`src/rtl/seqgen_pkg.sv`:
```
// Shared types and constants for the serial pattern generator and its LFSR filler.
package seqgen_pkg;

    typedef enum logic [1:0] {
        IDLE = 2'd0,
        SEND = 2'd1,
        GAP  = 2'd2,
        FIN  = 2'd3
    } state_e;

    localparam logic [15:0] LFSR_SEED       = 16'hACE1;
    // Taps 16,14,13,11 of a right-shifting Fibonacci LFSR land on bits 0,2,3,5
    localparam logic [15:0] LFSR_TAPS       = 16'h002D;
    localparam logic [3:0]  DEFAULT_PATTERN = 4'b1011;

endpackage

```
`src/rtl/seq_pattern_gen_if.sv`:
```
// Serial valid/ready stream between the pattern generator and its consumer.
interface seq_pattern_gen_if;

    logic dout;
    logic dout_valid;
    logic dout_ready;

    modport master (output dout, output dout_valid, input dout_ready);
    modport slave  (input dout, input dout_valid, output dout_ready);

endinterface

```
`src/rtl/seqgen_lfsr.sv`:
```
// 16-bit Fibonacci LFSR producing pseudo-random gap filler; advances only when adv_i is high.
module seqgen_lfsr
    import seqgen_pkg::*;
(
    input  logic clk,
    input  logic rst,
    input  logic adv_i,
    output logic bit_o
);

    logic [15:0] lfsr_q;
    logic [15:0] lfsr_d;

    always_comb begin
        lfsr_d = lfsr_q;
        if (adv_i) begin
            lfsr_d = {^(lfsr_q & LFSR_TAPS), lfsr_q[15:1]};
        end
    end

    always_ff @(posedge clk) begin
        if (rst) begin
            lfsr_q <= LFSR_SEED;
        end else begin
            lfsr_q <= lfsr_d;
        end
    end

    assign bit_o = lfsr_q[0];

endmodule

```
`src/rtl/seq_pattern_gen.sv`:
```
// Bit-serial pattern transmitter: PATTERN sent MSB-first, rpt times, gap filler bits between.
// Optional: SEQGEN_LFSR_FILL_EN replaces the constant-0 gap filler with LFSR bits.
module seq_pattern_gen
    import seqgen_pkg::*;
#(
    parameter int unsigned       PAT_W   = 4,
    parameter logic [PAT_W-1:0]  PATTERN = DEFAULT_PATTERN,
    parameter int unsigned       CNT_W   = 8
) (
    input  logic               clk,
    input  logic               rst,
    input  logic               start,
    input  logic [CNT_W-1:0]   rpt,
    input  logic [CNT_W-1:0]   gap,
    seq_pattern_gen_if.master  tx,
    output logic               busy,
    output logic               done
);

    localparam int unsigned      IDX_W    = (PAT_W > 1) ? $clog2(PAT_W) : 1;
    localparam logic [IDX_W-1:0] IDX_LAST = IDX_W'(PAT_W - 1);
    localparam logic [IDX_W-1:0] IDX_ONE  = IDX_W'(1);
    localparam logic [CNT_W-1:0] CNT_ONE  = CNT_W'(1);

    state_e           state_q, state_d;
    logic [IDX_W-1:0] bit_idx_q, bit_idx_d;
    logic [CNT_W-1:0] rep_cnt_q, rep_cnt_d;
    logic [CNT_W-1:0] gap_cnt_q, gap_cnt_d;
    logic [CNT_W-1:0] gap_len_q, gap_len_d;

    logic dout_c;
    logic valid_c;
    logic hs;
    logic fill_bit;

    assign hs = valid_c & tx.dout_ready;

`ifdef SEQGEN_LFSR_FILL_EN
    logic lfsr_adv;

    assign lfsr_adv = (state_q == GAP) & hs;

    seqgen_lfsr u_lfsr (
        .clk   (clk),
        .rst   (rst),
        .adv_i (lfsr_adv),
        .bit_o (fill_bit)
    );
`else
    assign fill_bit = 1'b0;
`endif

    always_comb begin
        state_d   = state_q;
        bit_idx_d = bit_idx_q;
        rep_cnt_d = rep_cnt_q;
        gap_cnt_d = gap_cnt_q;
        gap_len_d = gap_len_q;
        dout_c    = 1'b0;
        valid_c   = 1'b0;
        busy      = (state_q != IDLE);
        done      = 1'b0;

        unique case (state_q)
            IDLE: begin
                if (start) begin
                    if (rpt != '0) begin
                        rep_cnt_d = rpt;
                        gap_len_d = gap;
                        bit_idx_d = IDX_LAST;
                        state_d   = SEND;
                    end else begin
                        state_d   = FIN;
                    end
                end
            end
            SEND: begin
                valid_c = 1'b1;
                dout_c  = PATTERN[bit_idx_q];
                if (valid_c & tx.dout_ready) begin
                    if (bit_idx_q == '0) begin
                        bit_idx_d = IDX_LAST;
                        rep_cnt_d = rep_cnt_q - CNT_ONE;
                        if (rep_cnt_q == CNT_ONE) begin
                            state_d = FIN;
                        end else if (gap_len_q != '0) begin
                            gap_cnt_d = gap_len_q;
                            state_d   = GAP;
                        end
                    end else begin
                        bit_idx_d = bit_idx_q - IDX_ONE;
                    end
                end
            end
            GAP: begin
                valid_c = 1'b1;
                dout_c  = fill_bit;
                if (valid_c & tx.dout_ready) begin
                    gap_cnt_d = gap_cnt_q - CNT_ONE;
                    if (gap_cnt_q == CNT_ONE) begin
                        state_d = SEND;
                    end
                end
            end
            FIN: begin
                done    = 1'b1;
                state_d = IDLE;
            end
            default: state_d = IDLE;
        endcase
    end

    always_ff @(posedge clk) begin
        if (rst) begin
            state_q   <= IDLE;
            bit_idx_q <= '0;
            rep_cnt_q <= '0;
            gap_cnt_q <= '0;
            gap_len_q <= '0;
        end else begin
            state_q   <= state_d;
            bit_idx_q <= bit_idx_d;
            rep_cnt_q <= rep_cnt_d;
            gap_cnt_q <= gap_cnt_d;
            gap_len_q <= gap_len_d;
        end
    end

    assign tx.dout       = dout_c;
    assign tx.dout_valid = valid_c;

endmodule
```
`src/flat_wrapper.sv`:
```
// flat-port wrapper written by rule: the top's interface ports become plain ports
module seq_pattern_gen_flat import seqgen_pkg::*;
#(
    parameter int unsigned       PAT_W   = 4,
    parameter logic [PAT_W-1:0]  PATTERN = DEFAULT_PATTERN,
    parameter int unsigned       CNT_W   = 8
)
  (clk, rst, start, rpt, gap, busy, done, tx_dout, tx_dout_valid, tx_dout_ready);
  seq_pattern_gen_if tx_i ();
  input  logic clk;
  input  logic rst;
  input  logic start;
  input  logic [CNT_W-1:0] rpt;
  input  logic [CNT_W-1:0] gap;
  output logic busy;
  output logic done;
  output wire logic [$bits(tx_i.dout)-1:0] tx_dout;
  output wire logic [$bits(tx_i.dout_valid)-1:0] tx_dout_valid;
  input wire logic [$bits(tx_i.dout_ready)-1:0] tx_dout_ready;
  assign tx_dout = tx_i.dout;
  assign tx_dout_valid = tx_i.dout_valid;
  assign tx_i.dout_ready = tx_dout_ready;
  seq_pattern_gen #(.PAT_W(PAT_W), .PATTERN(PATTERN), .CNT_W(CNT_W)) u_core (.clk(clk), .rst(rst), .start(start), .rpt(rpt), .gap(gap), .tx(tx_i), .busy(busy), .done(done));
endmodule
```
`config.mk`:
```
export PLATFORM = sky130hd
export DESIGN_NAME = seq_pattern_gen_flat
export DESIGN_NICKNAME = d
export VERILOG_FILES = /design/src/rtl/seqgen_pkg.sv /design/src/rtl/seq_pattern_gen_if.sv /design/src/rtl/seqgen_lfsr.sv /design/src/rtl/seq_pattern_gen.sv /design/src/flat_wrapper.sv
export SDC_FILE = /design/constraint.sdc
export NUM_CORES = 1
export LEC_CHECK = 0
export CORE_MARGIN = 2
export CORE_UTILIZATION = 56
export CTS_BUF_LIST = sky130_fd_sc_hd__clkbuf_2 sky130_fd_sc_hd__clkbuf_4 sky130_fd_sc_hd__clkbuf_8
export CTS_CLUSTER_SIZE = 40
export DETAILED_ROUTE_END_ITERATION = 16
export GPL_TIMING_DRIVEN = 0
export PLACE_DENSITY = 0.82
export SETUP_SLACK_MARGIN = 0.3
export SKIP_LAST_GASP = 1
export SYNTH_ARGS = -nofsm -noshare
export SYNTH_HDL_FRONTEND = slang
export SYNTH_SLANG_ARGS = --single-unit
```
`constraint.sdc`:
```
create_clock -name clk -period 2 [get_ports clk]
set_input_delay 0.3 -clock clk [delete_from_list [all_inputs] [get_ports clk]]
set_output_delay 0.3 -clock clk [all_outputs]
set_load 0.05 [all_outputs]
```
==> impl_metrics.env <==
export IMPL_drtPass1Iterations=7
export IMPL_hold_buffers=0
export IMPL_cts_root_buf="clkbuf_4"
export IMPL_path_cells="inv_6, ha_4, o211ai_1, buf_4, a21oi_4, o21ai_0, a221oi_1"
export IMPL_r2r_cells=7
export IMPL_relSlewSlack=0.626
export IMPL_wl_met1_um=2090
export IMPL_setup_violations_final=0
export IMPL_fp_dieH_um=59.3
export IMPL_start_util=0.575
export IMPL_synth_compound_area_share=0.240
export IMPL_final_setup_skew_ns=0.0149
export IMPL_synth_top_flop_cell="dfxtp_1"
export IMPL_cp_data_arrival_time_ns=2.09
export IMPL_seq_area_frac_synth=0.327
export IMPL_std_cell_rows=20
export IMPL_postLayoutSetupSlackWorst_ns=0.151
export IMPL_clock_sinks=28
export IMPL_outcome="complete, no violations"
export IMPL_wl_met2_um=2720
export IMPL_grt_first_pass_wirelength_um=7600
export IMPL_antenna_found_initial=0
export IMPL_drc=0
export IMPL_die_area_sq_um=3510
export IMPL_worst_path_largest_cell_delay_ns=0.41
export IMPL_maxCapViolCount=0
export IMPL_routed_wl_um=5440
export IMPL_critical_path_buf_inv_count=2
export IMPL_avgViaCountPerCell=6.39
export IMPL_crit_fanout=5
export IMPL_insertion_delay_ns=0.35
export IMPL_highest_layer="met4"
export IMPL_ys_ff_latch=28
export IMPL_muxShareOfSynthArea=0.0599
export IMPL_max_freq_ghz=0.541
export IMPL_synth_adder_area_share=0.0804
export IMPL_die_x_um=59.3
export IMPL_min_from="u_core.bit_idx_q[0]"
export IMPL_synth_edf_count=0
export IMPL_power_density_nw_per_um2=1520
export IMPL_grt_remaining_overflow=0
export IMPL_fillCellCount=214
export IMPL_wl_met3_um=440
export IMPL_slew_violations=0
export IMPL_min_to="u_core.bit_idx_q[0]"
export IMPL_dp_hpwl_um=2920
export IMPL_clockBufferDepth=2
export IMPL_num_io_pins=24
export IMPL_cts_buffers=3
export IMPL_grt_max_degree=17
export IMPL_worst_ep_required_time_ns=2.24
export IMPL_period_share=0.925
export IMPL_gp_congestion=0.898
export IMPL_vias=1910
export IMPL_min_path_cells=1
export IMPL_hold_viol_final=0
export IMPL_htreeDepth=1
export IMPL_wire_per_inst_um=18.2
export IMPL_grt_pass1_vias=1731
export IMPL_netlist_instances=217
export IMPL_cts_clk_slew_worst_paths_ns=0.17
export IMPL_cts_tree="done"
export IMPL_crit_reg2reg_launch="u_core.state_q[0]"
export IMPL_ant_nets=0
export IMPL_multiInputGateArea_sq_um=1210
export IMPL_drt_iter0_drc=235
export IMPL_period_needed_ns=1.85
export IMPL_synth_xor_area_frac=0
export IMPL_hp_class="flop to flop"
export IMPL_grt_use_total=0.283
export IMPL_power_mw=3.63
export IMPL_async_reset_ff_frac=0
export IMPL_synth_simple_area_share=0.232
export IMPL_drive_above_1_share=0.301
export IMPL_seq_area_sq_um=572
export IMPL_synth_warning_count=0
export IMPL_rsz0062_at_grt="true"
export IMPL_syn_area_sq_um=1710
export IMPL_critical_path_class="flop to flop"
export IMPL_critPathCaptureType="flop"
export IMPL_final_util=0.805
export IMPL_core_area_sq_um=2980
export IMPL_tns_ns=0
export IMPL_vdd_drop_max_uv=724
export IMPL_synth_top_family_by_area="compound AO/OA/AOI/OAI gates"
export IMPL_synth_nets=248
export IMPL_cp_top_family="compound AO/OA/AOI/OAI gates"
export IMPL_r2r_slack_ns=0.15
export IMPL_io_buffers=23
export IMPL_rr_endpoint="u_core.rep_cnt_q[0]"
export IMPL_start_kind="flop"
export IMPL_syn_avg_cell_area_sq_um=7.89
export IMPL_power_leakage_nw=0.943
export IMPL_dpl_worst_slack_ns=-0.456
export IMPL_crit_slowest_cell="dfxtp_4"
export IMPL_worst_pin_slew_ns=0.561
export IMPL_syn_to_final_growth_pct=40.0
export IMPL_n_antenna_cell=0
export IMPL_nNetsFinal=298
export IMPL_ys_types=46
power by group:
group / switching (mW) / leakage, nW / internal [mW] / total (mW)
Sequential: 0.204 / 0.232 / 0.731 / 0.936
Combinational: 1.28 / 0.683 / 1.03 / 2.31
Clock: 0.187 / 0.0279 / 0.203 / 0.391
cells by family after synthesis:
group | after synthesis
AND/OR/NAND/NOR | 77
adder cells (fa/ha/maj) | 11
AO/OA/AOI/OAI | 65
buffers and inverters | 26
flip-flops | 28
multiplexers | 10
worst register-to-register path, cell delays in order, from the launching register on:
cell      delay (ns)
dfxtp_4         0.41
inv_6           0.08
ha_4            0.17
o211ai_1        0.12
buf_4           0.17
a21oi_4         0.23
o21ai_0         0.19
a221oi_1        0.37
worst max-delay path by stage:
stage,start,to,slack [ns],cells after the start
finish,u_core.state_q[0],u_core.rep_cnt_q[0],0.15,7
floorplan,u_core.state_q[1],u_core.rep_cnt_q[0],0.28,7
global placement,u_core.state_q[1],tx_dout,-0.44,6
global route,u_core.state_q[0],u_core.rep_cnt_q[0],0.11,7
detailed placement,u_core.state_q[1],tx_dout,-0.46,6
CTS,u_core.state_q[1],tx_dout,0.21,6
state kept, by name (all words and copies together), names as in the netlist:
signal / cells
u_core.state_q: 2
u_core.gap_cnt_q: 8
u_core.rep_cnt_q: 8
u_core.bit_idx_q: 2
u_core.gap_len_q: 8
layout by cell type, fill, tap and decap left out, types with 3 or more instances in the layout:
cell	n
o21ai_2	4
clkbuf_1	3
o21ai_0	5
o21ai_1	5
nand2b_1	5
a21oi_1	23
buf_2	5
mux2i_1	8
nand2_1	11
dlygate4sd2_1	8
nor3_1	6
clkdlybuf4s50_1	11
dfxtp_2	3
buf_4	22
clkbuf_4	3
ha_1	6
a31oi_1	3
ha_4	4
inv_4	3
dfxtp_1	23
inv_1	10
nor2_1	26
buf_6	3
nor4_1	4
a21oi_2	3
synth_stat cells, types with 3 or more instances:
| library cell | number | area, sq um |
|---|---|---|
| mux2i_1 | 8 | 80.1 |
| nand2_1 | 12 | 45.0 |
| ha_1 | 11 | 138 |
| a31oi_1 | 3 | 18.8 |
| a21oi_1 | 26 | 130 |
| nand2b_1 | 5 | 31.3 |
| buf_2 | 3 | 15.0 |
| dfxtp_1 | 28 | 561 |
| inv_1 | 16 | 60.1 |
| nor4_1 | 6 | 37.5 |
| o21ai_0 | 15 | 75.1 |
| clkbuf_1 | 6 | 22.5 |
| nor2_1 | 27 | 101 |
| nor3_1 | 7 | 35.0 |
| nor2b_1 | 3 | 18.8 |
what timing repair did:
action | 4_1_cts | 5_1_grt
setup endpoints to repair | 32 | 22
pin swaps | 17 | 11
resized for setup | 66 | 26
buffers inserted | 11 | 11
per-layer routing:
| layer | GRT usage | vias to the layer above |
|---|---|---|
| met5 | 0 | - |
| li1 | - | 885 |
| met4 | 0.120 | 0 |
| met3 | 0.0459 | 25 |
| met2 | 0.473 | 124 |
| met1 | 0.358 | 876 |
per-stage QoR:
step / cell area [sq um] / cells / hold WS [ns]
6_report: 2400 / 299 / 0.485
3_3_place_gp: 2020 / 273 / 0.466
2_1_floorplan: 1750 / 217 / 0.439
3_5_place_dp: 2020 / 273 / 0.466
4_1_cts: 2240 / 288 / 0.463
5_1_grt: 2400 / 299 / 0.519
cell type report:
class                   instances  share of cell area
multi-input cells             163               0.507
plain buffers                   9              0.0225
clock buffers                   3             0.00940
well taps                      33              0.0172
clock inverters                 1              0.0125
inverters                      17              0.0334
repair buffers                 45               0.159
flip-flops and latches         28               0.239
No activity file was read; power rests on OpenSTA's default activity.
